==> config.mk <==
export PLATFORM = sky130hd
export DESIGN_NAME = click_classifier
export DESIGN_NICKNAME = d
export VERILOG_FILES = /design/src/rtl/click_classifier_pkg.sv /design/src/rtl/sync_edge_detect.sv /design/src/rtl/click_classifier.sv
export SDC_FILE = /design/constraint.sdc
export NUM_CORES = 1
export LEC_CHECK = 0
export CAP_MARGIN = 15
export CORE_MARGIN = 5
export CORE_UTILIZATION = 45
export DETAILED_ROUTE_END_ITERATION = 8
export SLEW_MARGIN = 20
export SYNTH_ARGS = -nofsm -noshare
export SYNTH_HDL_FRONTEND = slang
export SYNTH_SLANG_ARGS = --single-unit
==> constraint.sdc <==
create_clock -name clk -period 2.6 [get_ports clk]
set_input_delay 0.26 -clock clk [delete_from_list [all_inputs] [get_ports clk]]
set_output_delay 0.26 -clock clk [all_outputs]
set_load 0.05 [all_outputs]
==> src/rtl/click_classifier_pkg.sv <==
// click_classifier_pkg
//   Shared definitions for the click classifier and its helpers.
//   click_state_t  : sequence FSM states (IDLE, COUNTING)
//   CLICK_COUNT_W  : width of the click counter / count_o bus
package click_classifier_pkg;

   typedef enum logic {
      IDLE     = 1'b0,
      COUNTING = 1'b1
   } click_state_t;

   localparam int CLICK_COUNT_W = 2;

endpackage

==> src/rtl/sync_edge_detect.sv <==
// sync_edge_detect
//   Brings an asynchronous level (e.g. a debounced button) into the clk
//   domain through two flops, then emits a one-cycle pulse on each rising
//   edge of the synchronized level. Edge-to-pulse latency is 3 clk.
//   A level that is already high when reset releases does not produce a
//   pulse; the input must be seen low first.
// Ports:
//   clk    in   system clock, rising edge
//   reset  in   asynchronous active-high reset
//   din    in   asynchronous level input
//   pulse  out  registered one-cycle rising-edge pulse
module sync_edge_detect (
   input  logic clk,
   input  logic reset,
   input  logic din,
   output logic pulse
);

   logic       meta_reg;
   logic       sync_reg;
   logic       prev_reg;
   logic [1:0] fill_reg;   // marks when sync_reg carries a real sample
   logic       armed_reg;  // set once a genuine low has been seen
   logic       pulse_reg;

   always_ff @(posedge clk or posedge reset) begin
      if (reset) begin
         meta_reg  <= 1'b0;
         sync_reg  <= 1'b0;
         prev_reg  <= 1'b0;
         fill_reg  <= 2'b00;
         armed_reg <= 1'b0;
         pulse_reg <= 1'b0;
      end else begin
         meta_reg  <= din;
         sync_reg  <= meta_reg;
         prev_reg  <= sync_reg;
         fill_reg  <= {fill_reg[0], 1'b1};
         // The reset value of sync_reg is not a real sample, so only a low
         // observed after the pipeline has filled may arm the detector.
         armed_reg <= armed_reg | (fill_reg[1] & ~sync_reg);
         pulse_reg <= sync_reg & ~prev_reg & armed_reg;
      end
   end

   assign pulse = pulse_reg;

endmodule

==> src/rtl/click_classifier.sv <==
// click_classifier
//   Groups button presses into single / double / triple clicks. A sequence
//   opens on the first press event and stays open while further presses
//   arrive within WINDOW_CYCLES of the previous one. The third click closes
//   the sequence at once; otherwise the window expiring closes it.
// Ports:
//   clk       in   system clock, rising edge
//   reset     in   asynchronous active-high reset
//   press_in  in   debounced press level, asynchronous to clk
//   single_o  out  one-cycle pulse: one click classified
//   double_o  out  one-cycle pulse: two clicks classified
//   triple_o  out  one-cycle pulse: three clicks classified
//   busy_o    out  sequence open (held through its closing pulse)
//   count_o   out  clicks accumulated in the open sequence, 0 when idle
module click_classifier
   import click_classifier_pkg::*;
#(
   parameter int CLK_FREQ   = 50000000,
   parameter int WINDOW_MS  = 400,
   parameter int MAX_CLICKS = 3
) (
   input  logic                     clk,
   input  logic                     reset,
   input  logic                     press_in,
   output logic                     single_o,
   output logic                     double_o,
   output logic                     triple_o,
   output logic                     busy_o,
   output logic [CLICK_COUNT_W-1:0] count_o
);

   localparam int WINDOW_CYCLES = CLK_FREQ / 1000 * WINDOW_MS;
   localparam int TIMER_W       = $clog2(WINDOW_CYCLES);
   localparam logic [TIMER_W-1:0]       TIMER_LOAD = TIMER_W'(WINDOW_CYCLES - 1);
   localparam logic [CLICK_COUNT_W-1:0] LAST_ADD   = CLICK_COUNT_W'(MAX_CLICKS - 1);

   logic press_event;

   sync_edge_detect u_sync_edge_detect (
      .clk   (clk),
      .reset (reset),
      .din   (press_in),
      .pulse (press_event)
   );

   click_state_t             state_reg,  state_next;
   logic [CLICK_COUNT_W-1:0] count_reg,  count_next;
   logic [TIMER_W-1:0]       timer_reg,  timer_next;
   logic                     single_reg, single_next;
   logic                     double_reg, double_next;
   logic                     triple_reg, triple_next;
   logic                     busy_reg,   busy_next;

   always_ff @(posedge clk or posedge reset) begin
      if (reset) begin
         state_reg  <= IDLE;
         count_reg  <= '0;
         timer_reg  <= '0;
         single_reg <= 1'b0;
         double_reg <= 1'b0;
         triple_reg <= 1'b0;
         busy_reg   <= 1'b0;
      end else begin
         state_reg  <= state_next;
         count_reg  <= count_next;
         timer_reg  <= timer_next;
         single_reg <= single_next;
         double_reg <= double_next;
         triple_reg <= triple_next;
         busy_reg   <= busy_next;
      end
   end

   always_comb begin
      state_next  = state_reg;
      count_next  = count_reg;
      timer_next  = timer_reg;
      single_next = 1'b0;
      double_next = 1'b0;
      triple_next = 1'b0;

      case (state_reg)
         IDLE: begin
            if (press_event) begin
               state_next = COUNTING;
               count_next = CLICK_COUNT_W'(1);
               timer_next = TIMER_LOAD;
            end
         end
         COUNTING: begin
            // A press arriving together with timer==0 is still inside the
            // window, so the event branch is checked first.
            if (press_event) begin
               if (count_reg == LAST_ADD) begin
                  triple_next = 1'b1;
                  count_next  = '0;
                  timer_next  = '0;
                  state_next  = IDLE;
               end else begin
                  count_next = count_reg + CLICK_COUNT_W'(1);
                  timer_next = TIMER_LOAD;
               end
            end else if (timer_reg == '0) begin
               single_next = (count_reg == CLICK_COUNT_W'(1));
               double_next = (count_reg == CLICK_COUNT_W'(2));
               count_next  = '0;
               state_next  = IDLE;
            end else begin
               timer_next = timer_reg - TIMER_W'(1);
            end
         end
         default: begin
            state_next = IDLE;
            count_next = '0;
            timer_next = '0;
         end
      endcase

      // busy spans the open sequence plus the cycle of its closing pulse.
      busy_next = (state_next == COUNTING) | single_next | double_next | triple_next;
   end

   assign single_o = single_reg;
   assign double_o = double_reg;
   assign triple_o = triple_reg;
   assign busy_o   = busy_reg;
   assign count_o  = count_reg;

endmodule

==> metrics.cfg, run 1 <==
[global_route]
grt_max_degree=40
overflow=0
grtUsageTotal_pct=15.67
grt_pass1_wl_mm=7.452
antenna_found_initial=0
grt_pass1_vias=1524

[synthesis]
ys_types=47
syn_area_per_cell_um2=10.30
synthArstFlopShare_pct=100.0
synth-main-ff-cell=dfrtp_1
yosysSeqAreaShare_pct=48.57
syn_area_um2=2009
synth_nets=200
syn_inst=195
ys_ff_latch=39
synth_edf_count=0
synth_warnings=0

[clock_tree]
clk_latency_ps=300
ctsResizeCount=0
cts_tree=done
clockBufferDepth=2
clkTransAtPathRegs_ps=80
cts_buffers=5
clock-sinks=39
hold_buffers=0
htree_levels=2
cts_setup_buffers=0
root_buffer=clkbuf_8

[layout]
final_cell_mix=dfrtp_1 (39), a21oi_1 (16), nand2_1 (11)
layout_commonest_cell=dfrtp_1
layout.nets=212
ff_latch_area_um2=975.9
nFillCells=401
fin_util_pct=50.78
syn_to_final_growth_pct=10.02
drive_gt1_share_pct=17.31
n_antenna_cell=0
finalInstanceArea_um2=2211
largest_register_ffs=25
multi_input_area_um2=944.7

[critical_path]
crit_chain=inv_1 -> ha_1 -> nor4b_1 -> nand2_1 -> o31ai_4 -> buf_4 -> nor4b_1 -> mux2_1
crit_path_top_delay_cell=dfrtp_1
worstSetupEndpointType=register
cpPeakStageDelay_ps=400
crit_path_end=timer_reg[22]$_DFFE_PP0P_
cp.arrival_ps=2540
worstSetupPathType=register to register
crit_path_start=timer_reg[0]$_DFFE_PP0P_
r2r_cells=8
critPathMaxFanout=16
regToRegStartpoint=timer_reg[0]$_DFFE_PP0P_
crit_path_frequent_cell=nor4b_1
reg2reg_slack_ps=240
cp.required_ps=2780
rr_endpoint=timer_reg[22]$_DFFE_PP0P_
crit_path_start_kind=register

[floorplanning]
fp-row-count=24
dieArea_um2=5902
die_w_um=76.83
core_um2=4354
io_pins=9
start_util_pct=46.15
die_h_um=76.83

[timing]
drv_slew=0
tightestPinTransition_ps=653.4
rsz0062_at_grt=no
hold_viol=0
max_freq_mhz=424.2
relSlewSlack_pct=56.04
tns_ps=0
post-route-period-util_pct=90.68
fin_worst_skew_ps=9.782
min_period_ps=2358
setup_violations=0

[run_status]
status=completed

[placement]
port_buffers=8
gp_congestion=0.8301
postPlaceCellArea_um2=2126
hpwl_mm=3.112

[drt]
wl_mm=4.446
drc=0
wl_per_cell_um=17.10
first_pass_iters=4
final_antenna_net_count=0
viasPerCell=6.112
detail_route.iter0.violations=183
dr_total_vias=1589

[power]
peakVddDrop_v=0.0003034
leakagePower_nw=0.8112
power_density_nw_per_um2=867.3
finalPower_w=0.001917

[hold_path]
holdCritPathClass=input port to async pin

[flow_run]
maxCapViolCount=0

-- through the flow --
stage	std cells	hold slack, ps	worst slack (ps)
finish	260	368.8	242.3
global route	260	385.7	96.99
CTS	260	373.5	239.7
detailed placement	252	355.6	264.9
global placement	252	340.3	347.1
floorplan	195	291.4	429.6
-- worst min path at each step --
stage	start	to	slack, ps	cells after the start
after floorplan	press_in	u_sync_edge_detect.meta_reg$_DFF_PP0_	290	0
after global routing	press_in	u_sync_edge_detect.meta_reg$_DFF_PP0_	390	1
after detailed placement	u_sync_edge_detect.fill_reg[0]$_DFF_PP0_	u_sync_edge_detect.fill_reg[1]$_DFF_PP0_	360	0
after CTS	u_sync_edge_detect.fill_reg[0]$_DFF_PP0_	u_sync_edge_detect.fill_reg[1]$_DFF_PP0_	370	0
final	reset	timer_reg[9]$_DFFE_PP0P_	370	3
after global placement	u_sync_edge_detect.fill_reg[0]$_DFF_PP0_	u_sync_edge_detect.fill_reg[1]$_DFF_PP0_	340	0
-- where the power goes --
part	switching (W)	internal, W
registers	0.000171	0.000730
clock network	0.000215	0.000187
logic	0.000351	0.000264
-- synthesized netlist by cell type, types with 2 or more instances --
master | instances | share of area, %
a21o_1 | 2 | 0.75
buf_6 | 2 | 1.1
xnor2_1 | 4 | 1.7
nor4b_1 | 3 | 1.3
ha_1 | 2 | 1.2
nor2_1 | 9 | 1.7
nand3_1 | 4 | 1.0
a31oi_1 | 7 | 2.2
or3_1 | 4 | 1.2
nand4_1 | 2 | 0.62
o311ai_0 | 3 | 1.3
a311oi_1 | 2 | 0.87
clkbuf_1 | 4 | 0.75
a22o_1 | 2 | 0.87
xor2_1 | 4 | 1.7
nor3_1 | 9 | 2.2
or4_2 | 6 | 2.6
nand2b_1 | 4 | 1.2
o21ai_1 | 5 | 1.2
inv_1 | 6 | 1.1
dfrtp_1 | 39 | 49
o21ai_0 | 3 | 0.75
nand2_1 | 11 | 2.1
a21oi_1 | 16 | 4.0
nor2b_1 | 3 | 0.93
or3_2 | 6 | 2.2
or2_2 | 3 | 0.93
o31ai_1 | 6 | 2.2
nor4_1 | 6 | 1.9
-- routing by layer --
layer  vias up  part of all wire [%]  wire length [µm]  global-route usage (%)
li1        743                     -                 -                       -
met1       798                    46              2067                   21.77
met2        42                    47              2090                   23.60
met3         6                   5.2               231                   4.098
met4         0                   1.3                57                   5.420
met5         -                     0                 0                       0
-- final cells by class --
cell class                 instances  share of cell area, %
multi-input combinational        142                  42.73
clock buffer                       6                  3.282
clock inverter                     2                 0.5659
inverter                           6                  1.019
sequential                        39                  44.14
tap                               52                  2.943
timing repair buffer              13                  5.320
-- critical path: cells and delay by family, from the launching register on --
| family | cells | cell delay, ps |
|---|---|---|
| adder cells (fa/ha/maj) | 1 | 170 |
| AO/OA/AOI/OAI | 1 | 250 |
| flip-flops | 1 | 400 |
| multiplexers | 1 | 310 |
| buffers and inverters | 2 | 390 |
| AND/OR/NAND/NOR | 3 | 700 |
-- logic make-up after synthesis --
family                   count (synthesis)  share of synthesized area (%)
other                                    1                         0.1866
AO/OA/AOI/OAI                           49                          16.13
adder cells (fa/ha/maj)                  2                          1.245
flip-flops                              39                          48.57
buffers and inverters                   14                          4.421
multiplexers                             2                          1.121
AND/OR/NAND/NOR                         79                          24.04
XOR/XNOR                                 9                          4.296
No activity file was read; power rests on OpenSTA's default activity.
==> run 2: changes to the inputs <==
--- a/config.mk
+++ b/config.mk
@@ -9,7 +9,6 @@
 export CORE_MARGIN = 5
 export CORE_UTILIZATION = 45
 export DETAILED_ROUTE_END_ITERATION = 8
-export SLEW_MARGIN = 20
 export SYNTH_ARGS = -nofsm -noshare
 export SYNTH_HDL_FRONTEND = slang
 export SYNTH_SLANG_ARGS = --single-unit
==> results of run 2 <==
The final DEF is identical to that of run 1; final timing and power are the same.
==> run 3: changes to the inputs <==
--- a/config.mk
+++ b/config.mk
@@ -6,9 +6,12 @@
 export NUM_CORES = 1
 export LEC_CHECK = 0
 export CAP_MARGIN = 15
+export CORE_ASPECT_RATIO = 1.1
 export CORE_MARGIN = 5
 export CORE_UTILIZATION = 45
+export CTS_CLUSTER_SIZE = 14
 export DETAILED_ROUTE_END_ITERATION = 8
+export HOLD_SLACK_MARGIN = 0.02
 export SYNTH_ARGS = -nofsm -noshare
 export SYNTH_HDL_FRONTEND = slang
 export SYNTH_SLANG_ARGS = --single-unit
==> metrics.cfg, run 3 (same netlist as run 1, synthesis figures left out) <==
[drt]
dr_total_vias=1552  ; -2.3%
viasPerCell=5.924  ; -3.1%
drc=0  ; unchanged
wl_met3_um=192  ; -17%
wl_per_cell_um=16.57  ; -3.1%
met1_length_mm=1.991  ; -3.7%
routed.top_layer=met4
detail_route.iter0.violations=183  ; unchanged
final_antenna_net_count=0  ; unchanged
wl_mm=4.341  ; -2.4%
first_pass_iters=4  ; unchanged
wl_met2_mm=2.091  ; about the same

[flow_run]
maxCapViolCount=0  ; unchanged

[timing]
drv_slew=0  ; unchanged
worst_slack_ps=172.8  ; -69.54 ps
relSlewSlack_pct=59.28  ; +3.2 points
post-route-period-util_pct=93.35  ; +2.7 points
tightestPinTransition_ps=605.1  ; -48.29 ps
tns_ps=0  ; unchanged
setup_violations=0  ; unchanged
fin_worst_skew_ps=7.861  ; -1.921 ps
min_period_ps=2427  ; +69.54 ps
rsz0062_at_grt=no
max_freq_mhz=412.0  ; -2.9%
hold_viol=0  ; unchanged

[placement]
port_buffers=8  ; unchanged
dpl_worst_slack_ps=196.7  ; -68.21 ps
hpwl_mm=2.964  ; -4.8%
gp_congestion=0.8717  ; +5.0%
dp.cells=254  ; +0.79%

[critical_path]
worstSetupEndpointType=register
cp.arrival_ps=2650  ; +110 ps
cpPeakStageDelay_ps=590  ; +190 ps
crit_path_top_delay_cell=or4_2
worstSetupPathType=register to register
crit_path_start_kind=register
critPathMaxFanout=7  ; -9
crit_chain=or3_1 -> nor4b_2 -> nand2_1 -> or4_2 -> a21oi_1
cp.required_ps=2820  ; +40 ps

[layout]
final_cell_mix=dfrtp_1 (39), a21oi_1 (16), nand2_1 (11)
nFillCells=398  ; -0.75%
syn_to_final_growth_pct=11.52
drive_gt1_share_pct=17.79  ; +0.48 points
n_antenna_cell=0  ; unchanged
layout_commonest_cell=dfrtp_1
instances_no_fill=262  ; +0.77%
largest_register_ffs=25  ; unchanged
layout.nets=212  ; unchanged

[power]
peakVddDrop_v=0.0003404  ; +12%
power_density_nw_per_um2=897.7  ; +3.5%
p_clk_share_pct=25.2  ; +4.2 points
leakagePower_nw=0.8281  ; +2.1%
p_comb_share_pct=30.2  ; -1.8 points
p_int_w=0.001278  ; +8.2%
p_sw_w=0.0007341  ; -0.35%
swShare_pct=36.49  ; -1.9 points
p_seq_share_pct=44.6  ; -2.4 points

[clock_tree]
cts_setup_buffers=0  ; unchanged
clock-sinks=39  ; unchanged
root_buffer=clkbuf_8
clockBufferDepth=2  ; unchanged
cts_buffers=5  ; unchanged
htree_levels=2  ; unchanged
ctsResizeCount=0  ; unchanged
cts_tree=done
hold_buffers=0  ; unchanged
clk_latency_ps=290  ; about the same
clkTransAtPathRegs_ps=80  ; about the same

[global_route]
overflow=0  ; unchanged
grt_max_degree=40  ; unchanged
antenna_found_initial=0  ; unchanged
grt_pass1_vias=1572  ; +3.1%
grt_pass1_wl_mm=7.493  ; +0.55%
grtUsageTotal_pct=16.50  ; +0.83 points

[floorplanning]
io_pins=9  ; unchanged
dieArea_um2=5903  ; about the same
fp-row-count=25  ; +4.2%
die_w_um=73.72  ; -4.0%
die_h_um=80.09  ; +4.2%
start_util_pct=46.55  ; +0.40 points
core_um2=4317  ; -0.86%

[run_status]
status=completed

[hold_path]
holdCritPathClass=register to register

[run 3: layer usage]
layer  vias up  GRT usage, %
met5         -             0
met4         0         5.978
met2        34         25.44
li1        744             -
met3         6         4.255
met1       768         22.18
[run 3: final cells by class]
cell class / count / area (µm²) / area share, %
Clock inverter: 3 / 43.79 / 1.954
Inverter: 6 / 22.52 / 1.005
Timing Repair Buffer: 13 / 117.6 / 5.248
Tap cell: 54 / 67.56 / 3.015
Multi-Input combinational cell: 142 / 944.7 / 42.16
Sequential cell: 39 / 975.9 / 43.55
Clock buffer: 5 / 68.82 / 3.071
[run 3: stage by stage]
stage          hold WS [ps]  util (%)  total power, W  instance area (µm²)
5_1_grt               381.5     51.91        0.002133                 2241
4_1_cts               367.9     51.91        0.002023                 2241
3_5_place_dp          349.2     49.30        0.001509                 2128
2_1_floorplan         291.4         -        0.001362                 2009
3_3_place_gp          337.4     49.30        0.001486                 2128
6_report              363.7     51.91        0.002012                 2241
[run 3: final timing paths]
| path | slack (ps) | cells past startpoint | start | end |
|---|---|---|---|---|
| max in group asynchronous | 1890 | 3 | reset | timer_reg[13]$_DFFE_PP0P_ |
| min reg2reg | 360 | 0 | u_sync_edge_detect.fill_reg[0]$_DFF_PP0_ | u_sync_edge_detect.fill_reg[1]$_DFF_PP0_ |
| min in group asynchronous | 380 | 3 | reset | timer_reg[20]$_DFFE_PP0P_ |
| max | 170 | 5 | timer_reg[3]$_DFFE_PP0P_ | timer_reg[19]$_DFFE_PP0P_ |
| min | 360 | 0 | u_sync_edge_detect.fill_reg[0]$_DFF_PP0_ | u_sync_edge_detect.fill_reg[1]$_DFF_PP0_ |
| max reg2reg | 170 | 5 | timer_reg[3]$_DFFE_PP0P_ | timer_reg[19]$_DFFE_PP0P_ |
[run 3: power groups by stage]
stage / clock (W) / combinational [W] / sequential, W
global route: 0.000543 / 0.000668 / 0.000922
detailed placement: 0 / 0.000608 / 0.000901
CTS: 0.000518 / 0.000613 / 0.000892
global placement: 0 / 0.000591 / 0.000895
finish: 0.000506 / 0.000608 / 0.000897
floorplan: 0 / 0.000440 / 0.000922
[run 3: critical path: cells and delay by family, from the launching register on]
family	cells	cell delay [ps]
simple gates	4	1740
compound gates	1	160
flops	1	440
